[config.mk]
export PLATFORM = sky130hd
export DESIGN_NAME = leaf_quad_arb_flat
export DESIGN_NICKNAME = d
export VERILOG_FILES = /design/src/rtl/leaf_quad_arb_if.sv /design/src/rtl/leaf_quad_arb.sv /design/src/flat_wrapper.sv
export SDC_FILE = /design/constraint.sdc
export NUM_CORES = 1
export LEC_CHECK = 0
export CORE_ASPECT_RATIO = 2
export CORE_MARGIN = 10
export CORE_UTILIZATION = 55
export DETAILED_ROUTE_END_ITERATION = 10
export HOLD_SLACK_MARGIN = 0.12
export PLACE_DENSITY = 0.81
export SLEW_MARGIN = 20
export SYNTH_ARGS = -nofsm -noshare
export SYNTH_HDL_FRONTEND = slang
export SYNTH_SLANG_ARGS = --single-unit
[constraint.sdc]
create_clock -name clk -period 4.75 [get_ports clk]
set_clock_uncertainty 0.1 [all_clocks]
set_input_delay 0.95 -clock clk [delete_from_list [all_inputs] [get_ports clk]]
set_output_delay 0.95 -clock clk [all_outputs]
set_load 0.005 [all_outputs]
[src/rtl/leaf_quad_arb_if.sv]
// Leaf-facing and BFT-facing signal bundle of the quad leaf arbiter.
// "master" is the traffic side (leaves + downstream), "slave" is the arbiter.
interface leaf_quad_arb_if;
    logic [48:0] din_0;
    logic [48:0] din_1;
    logic [48:0] din_2;
    logic [48:0] din_3;
    logic        resend_0;
    logic        resend_1;
    logic        resend_2;
    logic        resend_3;
    logic [48:0] dout;
    logic        dout_ready;
    logic [1:0]  grant_id;
    logic [3:0]  overflow;
    logic [3:0]  enable;

    modport master (
        output din_0, din_1, din_2, din_3, dout_ready, enable,
        input  resend_0, resend_1, resend_2, resend_3, dout, grant_id, overflow
    );

    modport slave (
        input  din_0, din_1, din_2, din_3, dout_ready, enable,
        output resend_0, resend_1, resend_2, resend_3, dout, grant_id, overflow
    );
endinterface

[src/rtl/leaf_quad_arb.sv]
// Four-input leaf merger: per-input FIFOs with resend throttling and sticky
// drop flags, round-robin arbitration into one registered valid/ready output.
module leaf_quad_arb #(
    parameter int FIFO_DEPTH    = 4,
    parameter int RESEND_MARGIN = 2
) (
    input  logic           clk,
    input  logic           reset,
    leaf_quad_arb_if.slave bus
);
    localparam int AW = $clog2(FIFO_DEPTH);
    localparam int CW = AW + 1;
    localparam logic [CW-1:0] FULL_CNT   = CW'(FIFO_DEPTH);
    localparam logic [CW-1:0] RESEND_CNT = CW'(FIFO_DEPTH - RESEND_MARGIN);

    logic [47:0]   mem_q    [4][FIFO_DEPTH];
    logic [AW-1:0] wr_ptr_q [4];
    logic [AW-1:0] wr_ptr_d [4];
    logic [AW-1:0] rd_ptr_q [4];
    logic [AW-1:0] rd_ptr_d [4];
    logic [CW-1:0] cnt_q    [4];
    logic [CW-1:0] cnt_d    [4];
    logic [3:0]    resend_q, resend_d;
    logic [3:0]    overflow_q, overflow_d;
    logic [48:0]   dout_q, dout_d;
    logic [1:0]    grant_q, grant_d;
    logic [1:0]    last_q, last_d;

    logic [48:0]   din_s [4];
    logic [3:0]    cand_s;
    logic [3:0]    pop_s;
    logic [3:0]    push_s;
    logic [1:0]    gsel_s;
    logic          load_s;

    assign din_s[0] = bus.din_0;
    assign din_s[1] = bus.din_1;
    assign din_s[2] = bus.din_2;
    assign din_s[3] = bus.din_3;

    // Candidate set: non-empty FIFOs whose input is enabled for arbitration.
    always_comb begin
        cand_s = 4'b0000;
        for (int k = 0; k < 4; k++) begin
            cand_s[k] = (cnt_q[k] != CW'(0)) & bus.enable[k];
        end
    end

    // Round-robin pick: the lowest rotation offset after last_grant wins.
    always_comb begin
        gsel_s = last_q;
        for (int i = 3; i >= 0; i--) begin
            gsel_s = cand_s[last_q + 2'd1 + 2'(i)] ? (last_q + 2'd1 + 2'(i)) : gsel_s;
        end
    end

    // Next-state for FIFO bookkeeping, throttle, drop flags and the output stage.
    always_comb begin
        load_s     = (~dout_q[48] | bus.dout_ready) & (|cand_s);
        pop_s      = 4'b0000;
        push_s     = 4'b0000;
        overflow_d = overflow_q;
        resend_d   = 4'b0000;
        for (int k = 0; k < 4; k++) begin
            pop_s[k]      = load_s & (gsel_s == 2'(k));
            push_s[k]     = din_s[k][48] & ((cnt_q[k] != FULL_CNT) | pop_s[k]);
            wr_ptr_d[k]   = push_s[k] ? (wr_ptr_q[k] + AW'(1)) : wr_ptr_q[k];
            rd_ptr_d[k]   = pop_s[k]  ? (rd_ptr_q[k] + AW'(1)) : rd_ptr_q[k];
            cnt_d[k]      = cnt_q[k] + CW'(push_s[k]) - CW'(pop_s[k]);
            resend_d[k]   = (cnt_d[k] >= RESEND_CNT);
            overflow_d[k] = overflow_q[k] | (din_s[k][48] & ~push_s[k]);
        end
        dout_d  = dout_q;
        grant_d = grant_q;
        last_d  = last_q;
        if (load_s) begin
            dout_d  = {1'b1, mem_q[gsel_s][rd_ptr_q[gsel_s]]};
            grant_d = gsel_s;
            last_d  = gsel_s;
        end else if (bus.dout_ready) begin
            dout_d[48] = 1'b0;
        end else begin
            dout_d = dout_q;
        end
    end

    // Packet storage; contents are meaningless while the occupancy count is zero.
    always_ff @(posedge clk) begin
        for (int k = 0; k < 4; k++) begin
            if (push_s[k]) begin
                mem_q[k][wr_ptr_q[k]] <= din_s[k][47:0];
            end
        end
    end

    // Control state; last_grant resets to 3 so input 0 is searched first.
    always_ff @(posedge clk or posedge reset) begin
        if (reset) begin
            for (int k = 0; k < 4; k++) begin
                wr_ptr_q[k] <= '0;
                rd_ptr_q[k] <= '0;
                cnt_q[k]    <= '0;
            end
            resend_q   <= 4'b0000;
            overflow_q <= 4'b0000;
            dout_q     <= 49'd0;
            grant_q    <= 2'd0;
            last_q     <= 2'd3;
        end else begin
            for (int k = 0; k < 4; k++) begin
                wr_ptr_q[k] <= wr_ptr_d[k];
                rd_ptr_q[k] <= rd_ptr_d[k];
                cnt_q[k]    <= cnt_d[k];
            end
            resend_q   <= resend_d;
            overflow_q <= overflow_d;
            dout_q     <= dout_d;
            grant_q    <= grant_d;
            last_q     <= last_d;
        end
    end

    assign bus.dout     = dout_q;
    assign bus.grant_id = grant_q;
    assign bus.overflow = overflow_q;
    assign bus.resend_0 = resend_q[0];
    assign bus.resend_1 = resend_q[1];
    assign bus.resend_2 = resend_q[2];
    assign bus.resend_3 = resend_q[3];
endmodule

[src/flat_wrapper.sv]
// flat-port wrapper written by rule: the top's interface ports become plain ports
module leaf_quad_arb_flat 
#(
    parameter int FIFO_DEPTH    = 4,
    parameter int RESEND_MARGIN = 2
)
  (clk, reset, bus_din_0, bus_din_1, bus_din_2, bus_din_3, bus_dout_ready, bus_enable, bus_resend_0, bus_resend_1, bus_resend_2, bus_resend_3, bus_dout, bus_grant_id, bus_overflow);
  leaf_quad_arb_if bus_i ();
  input  logic clk;
  input  logic reset;
  input wire logic [$bits(bus_i.din_0)-1:0] bus_din_0;
  input wire logic [$bits(bus_i.din_1)-1:0] bus_din_1;
  input wire logic [$bits(bus_i.din_2)-1:0] bus_din_2;
  input wire logic [$bits(bus_i.din_3)-1:0] bus_din_3;
  input wire logic [$bits(bus_i.dout_ready)-1:0] bus_dout_ready;
  input wire logic [$bits(bus_i.enable)-1:0] bus_enable;
  output wire logic [$bits(bus_i.resend_0)-1:0] bus_resend_0;
  output wire logic [$bits(bus_i.resend_1)-1:0] bus_resend_1;
  output wire logic [$bits(bus_i.resend_2)-1:0] bus_resend_2;
  output wire logic [$bits(bus_i.resend_3)-1:0] bus_resend_3;
  output wire logic [$bits(bus_i.dout)-1:0] bus_dout;
  output wire logic [$bits(bus_i.grant_id)-1:0] bus_grant_id;
  output wire logic [$bits(bus_i.overflow)-1:0] bus_overflow;
  assign bus_i.din_0 = bus_din_0;
  assign bus_i.din_1 = bus_din_1;
  assign bus_i.din_2 = bus_din_2;
  assign bus_i.din_3 = bus_din_3;
  assign bus_i.dout_ready = bus_dout_ready;
  assign bus_i.enable = bus_enable;
  assign bus_resend_0 = bus_i.resend_0;
  assign bus_resend_1 = bus_i.resend_1;
  assign bus_resend_2 = bus_i.resend_2;
  assign bus_resend_3 = bus_i.resend_3;
  assign bus_dout = bus_i.dout;
  assign bus_grant_id = bus_i.grant_id;
  assign bus_overflow = bus_i.overflow;
  leaf_quad_arb #(.FIFO_DEPTH(FIFO_DEPTH), .RESEND_MARGIN(RESEND_MARGIN)) u_core (.clk(clk), .reset(reset), .bus(bus_i));
endmodule
==> impl_metrics.py <==
metrics = {
    "routing": {
        "drc_errors": 0,
        "ant_nets": 0,
        "num_vias": 21300,
        "wl_um": 96500,
        "avgRoutedWirePerCell_um": 28.7,
        "dr.pass1.iters": 6,
        "drtIter0Drc": 2462,
        "vias_per_cell": 6.33,
    },
    "power": {
        "p_leak_nw": 14.7,
        "p_comb_share_pct": 40.9,
        "switchingPower_mw": 10.7,
        "clockPowerShare_pct": 21.6,
        "ir_drop_mv": 0.764,
        "switching_share_pct": 37.1,
        "seqPwrFrac_pct": 37.6,
        "power.density_nw_per_um2": 717,
        "intPower_mw": 18.1,
    },
    "grt": {
        "grt_remaining_overflow": 0,
        "grtUsageTotal_pct": 26.2,
        "grt_pass1_wl_um": 141000,
        "grt_pass1_vias": 21900,
        "grt_max_degree": 137,
        "antenna_found_initial": 13,
    },
    "yosys": {
        "syn-num-nets": 2463,
        "synth.distinct_cells": 44,
        "synth_seq_cells": 857,
        "yosys_warnings": 0,
        "ys.flop_type": "edfxtp_1",
        "syn-cell-area_um2": 33500,
        "syn_inst": 2232,
        "synth-edff-count": 768,
        "avgSynthCellArea_um2": 15.0,
        "ys_async_sr_fraction_pct": 10.4,
        "synth.yosys.seq_area_share_pct": 75.4,
    },
    "clocking": {
        "numCtsBuffers": 72,
        "cts_tree": "built",
        "clockBufferDepth": 3,
        "clk_latency_ns": 0.61,
        "cts.sinks": 857,
        "cts_root_buf": "clkbuf_16",
        "postCtsResizedCells": 0,
        "htreeDepth": 3,
        "cts_setup_buffers": 0,
        "clk_pin_slew_ns": 0.07,
        "cts_hold_buf": 0,
    },
    "sta": {
        "relSlewSlack_pct": 34.8,
        "timing.final.crit_period_ns": 3.94,
        "setup_ws_ns": 0.814,
        "tightest_slew_ns": 0.978,
        "hold_viol": 0,
        "tns_ns": 0,
        "timing.final.crit_share_pct": 82.9,
        "rsz0062_at_grt": "no",
        "final_max_slew_viol_count": 0,
        "setup_violations": 0,
        "holdWs_ns": 0.387,
        "fmax_mhz": 254,
    },
    "flow_run": {
        "drv_cap": 0,
    },
    "die": {
        "fp.dieW_um": 195,
        "initial_core_util_pct": 55.3,
        "ios": 262,
        "die_area_um2": 71900,
        "dieHeight_um": 369,
        "rows": 128,
        "core_um2": 60700,
    },
    "worst_hold_path": {
        "min_path_type": "reg2reg",
        "whs_path_depth": 1,
    },
    "final_layout": {
        "area_growth_pct": 19.7,
        "nets": 2750,
        "fin_area_um2": 40200,
        "regArea_um2": 25300,
        "drive_above_1_share_pct": 9.39,
        "multiInputGateArea_um2": 7570,
        "nFillCells": 4080,
    },
    "setup_path": {
        "critical_path_class": "in2reg",
        "crit_fanout": 45,
        "path_cells": "clkdlybuf4s50_1, o31a_1, o22ai_1, a2111oi_4, buf_4, buf_4, buf_4, nand3_1, nand3_1, a21oi_1, a2111o_1",
        "r2r_cells": 10,
        "crit_top_cell": "buf_4",
        "worstPathRequired_ns": 5.13,
        "arrival_ns": 4.32,
        "critPathLaunchType": "input port",
        "endpoint_kind": "register",
        "slowest_stage": "buf_4",
        "slowest_delay_ns": 0.51,
    },
    "placement": {
        "preCtsSetupSlack_ns": 0.233,
        "post-dp-hpwl_um": 60300,
        "placed_area_um2": 37600,
        "portBuffers": 261,
        "gp_congestion": 0.869,
    },
    "outcome": {
        "status": "completed",
    },
}
critical path: cells and delay by family:
family	cells	cell delay (ns)
buffers and inverters	4	1.72
AOI/OAI and AO/OA	5	1.33
and+or+nand+nor	2	0.27
final timing paths:
kind,start,endpoint,slack (ns)
max,bus_enable[0],u_core.bus.dout[17],0.81
min reg2reg,u_core.bus.overflow[1],u_core.bus.overflow[1],0.39
max reg2reg,u_core.cnt_q[7],u_core.bus.dout[17],1.04
max in group asynchronous,reset,u_core.last_q[1],2.88
min in group asynchronous,reset,u_core.bus.dout[39],0.84
min,u_core.bus.overflow[1],u_core.bus.overflow[1],0.39
flip-flops by register name, summed over array words and instances, names as in the netlist:
register and flops:
u_core.last_q 2, u_core.bus.grant_id 2, u_core.mem_q 768, u_core.cnt_q 12
u_core.rd_ptr_q 8, u_core.bus.overflow 4, u_core.bus.dout 49, u_core.wr_ptr_q 8
u_core.resend_q 4
cell usage in the layout, fill, tap and decap left out, types with 33 or more instances in the layout:
cell type / netlist / final
edfxtp_1: 768 / 768
nand2_1: 392 / 390
nand3_1: 288 / 288
clkdlybuf4s50_1: 0 / 261
mux2i_1: 199 / 199
o22ai_1: 96 / 96
dfrtp_1: 87 / 87
clkbuf_16: 0 / 74
a21oi_1: 51 / 51
a2111o_1: 48 / 47
buf_4: 13 / 46
buf_12: 0 / 36
inv_1: 34 / 33
synthesized netlist by cell type, drive strengths merged (24+ instances only):
| master | count | area [µm²] |
|---|---|---|
| nand3 | 288 | 1440 |
| ha | 24 | 300 |
| o22ai | 96 | 601 |
| inv | 34 | 128 |
| buf | 55 | 373 |
| mux2i | 199 | 1990 |
| a21oi | 51 | 255 |
| clkbuf | 75 | 282 |
| a2111o | 48 | 541 |
| nand2 | 392 | 1470 |
| edfxtp | 768 | 23100 |
| dfrtp | 87 | 2180 |
power by group through the flow:
| stage | Sequential [mW] | Clock (mW) | Combinational (mW) |
|---|---|---|---|
| after CTS | 10.8 | 6.26 | 11.7 |
| after global routing | 10.9 | 6.58 | 12.5 |
| after global placement | 10.8 | 0 | 11.2 |
| final | 10.8 | 6.21 | 11.8 |
| after floorplan | 10.7 | 0 | 7.69 |
| after detailed placement | 10.9 | 0 | 11.6 |
final cells by class:
type                       instances  share of cell area [%]
multi-input combinational       1211                    18.9
clock inverter                    42                    1.28
sequential                       857                    63.0
antenna                            3                  0.0187
inverter                          34                   0.324
clock buffer                      90                    4.94
timing repair buffer             343                    9.16
tap                              780                    2.43
layer usage:
| metal | share of wire, % | global-route usage, % | vias up |
|---|---|---|---|
| met5 | 0.15 | 0 | - |
| met4 | 4.8 | 13.2 | 22 |
| met3 | 9.5 | 5.64 | 289 |
| met2 | 51 | 45.3 | 1361 |
| met1 | 34 | 30.1 | 10700 |
| li1 | - | - | 8954 |
cells by family (layout without fill, tap and decap cells):
logic type / count (synthesis) / count (layout) / synth area share (%)
XOR/XNOR: 20 / 20 / 0.522
adder cells (fa/ha/maj): 28 / 28 / 1.13
AO/OA/AOI/OAI: 225 / 225 / 4.89
AND/OR/NAND/NOR: 733 / 733 / 9.60
flip-flops: 857 / 857 / 75.4
multiplexers: 205 / 205 / 6.14
other: 0 / 3 / 0
buffers and inverters: 164 / 509 / 2.33
per-stage QoR:
step | total power, mW | instances | util [%]
detailed placement | 22.5 | 3225 | 62.0
floorplan | 18.4 | 2232 | -
global placement | 22.1 | 3225 | 62.0
CTS | 28.8 | 3357 | 66.1
global route | 30.0 | 3359 | 66.1
finish | 28.8 | 3360 | 66.1
Power figures use the tool's default switching activity.
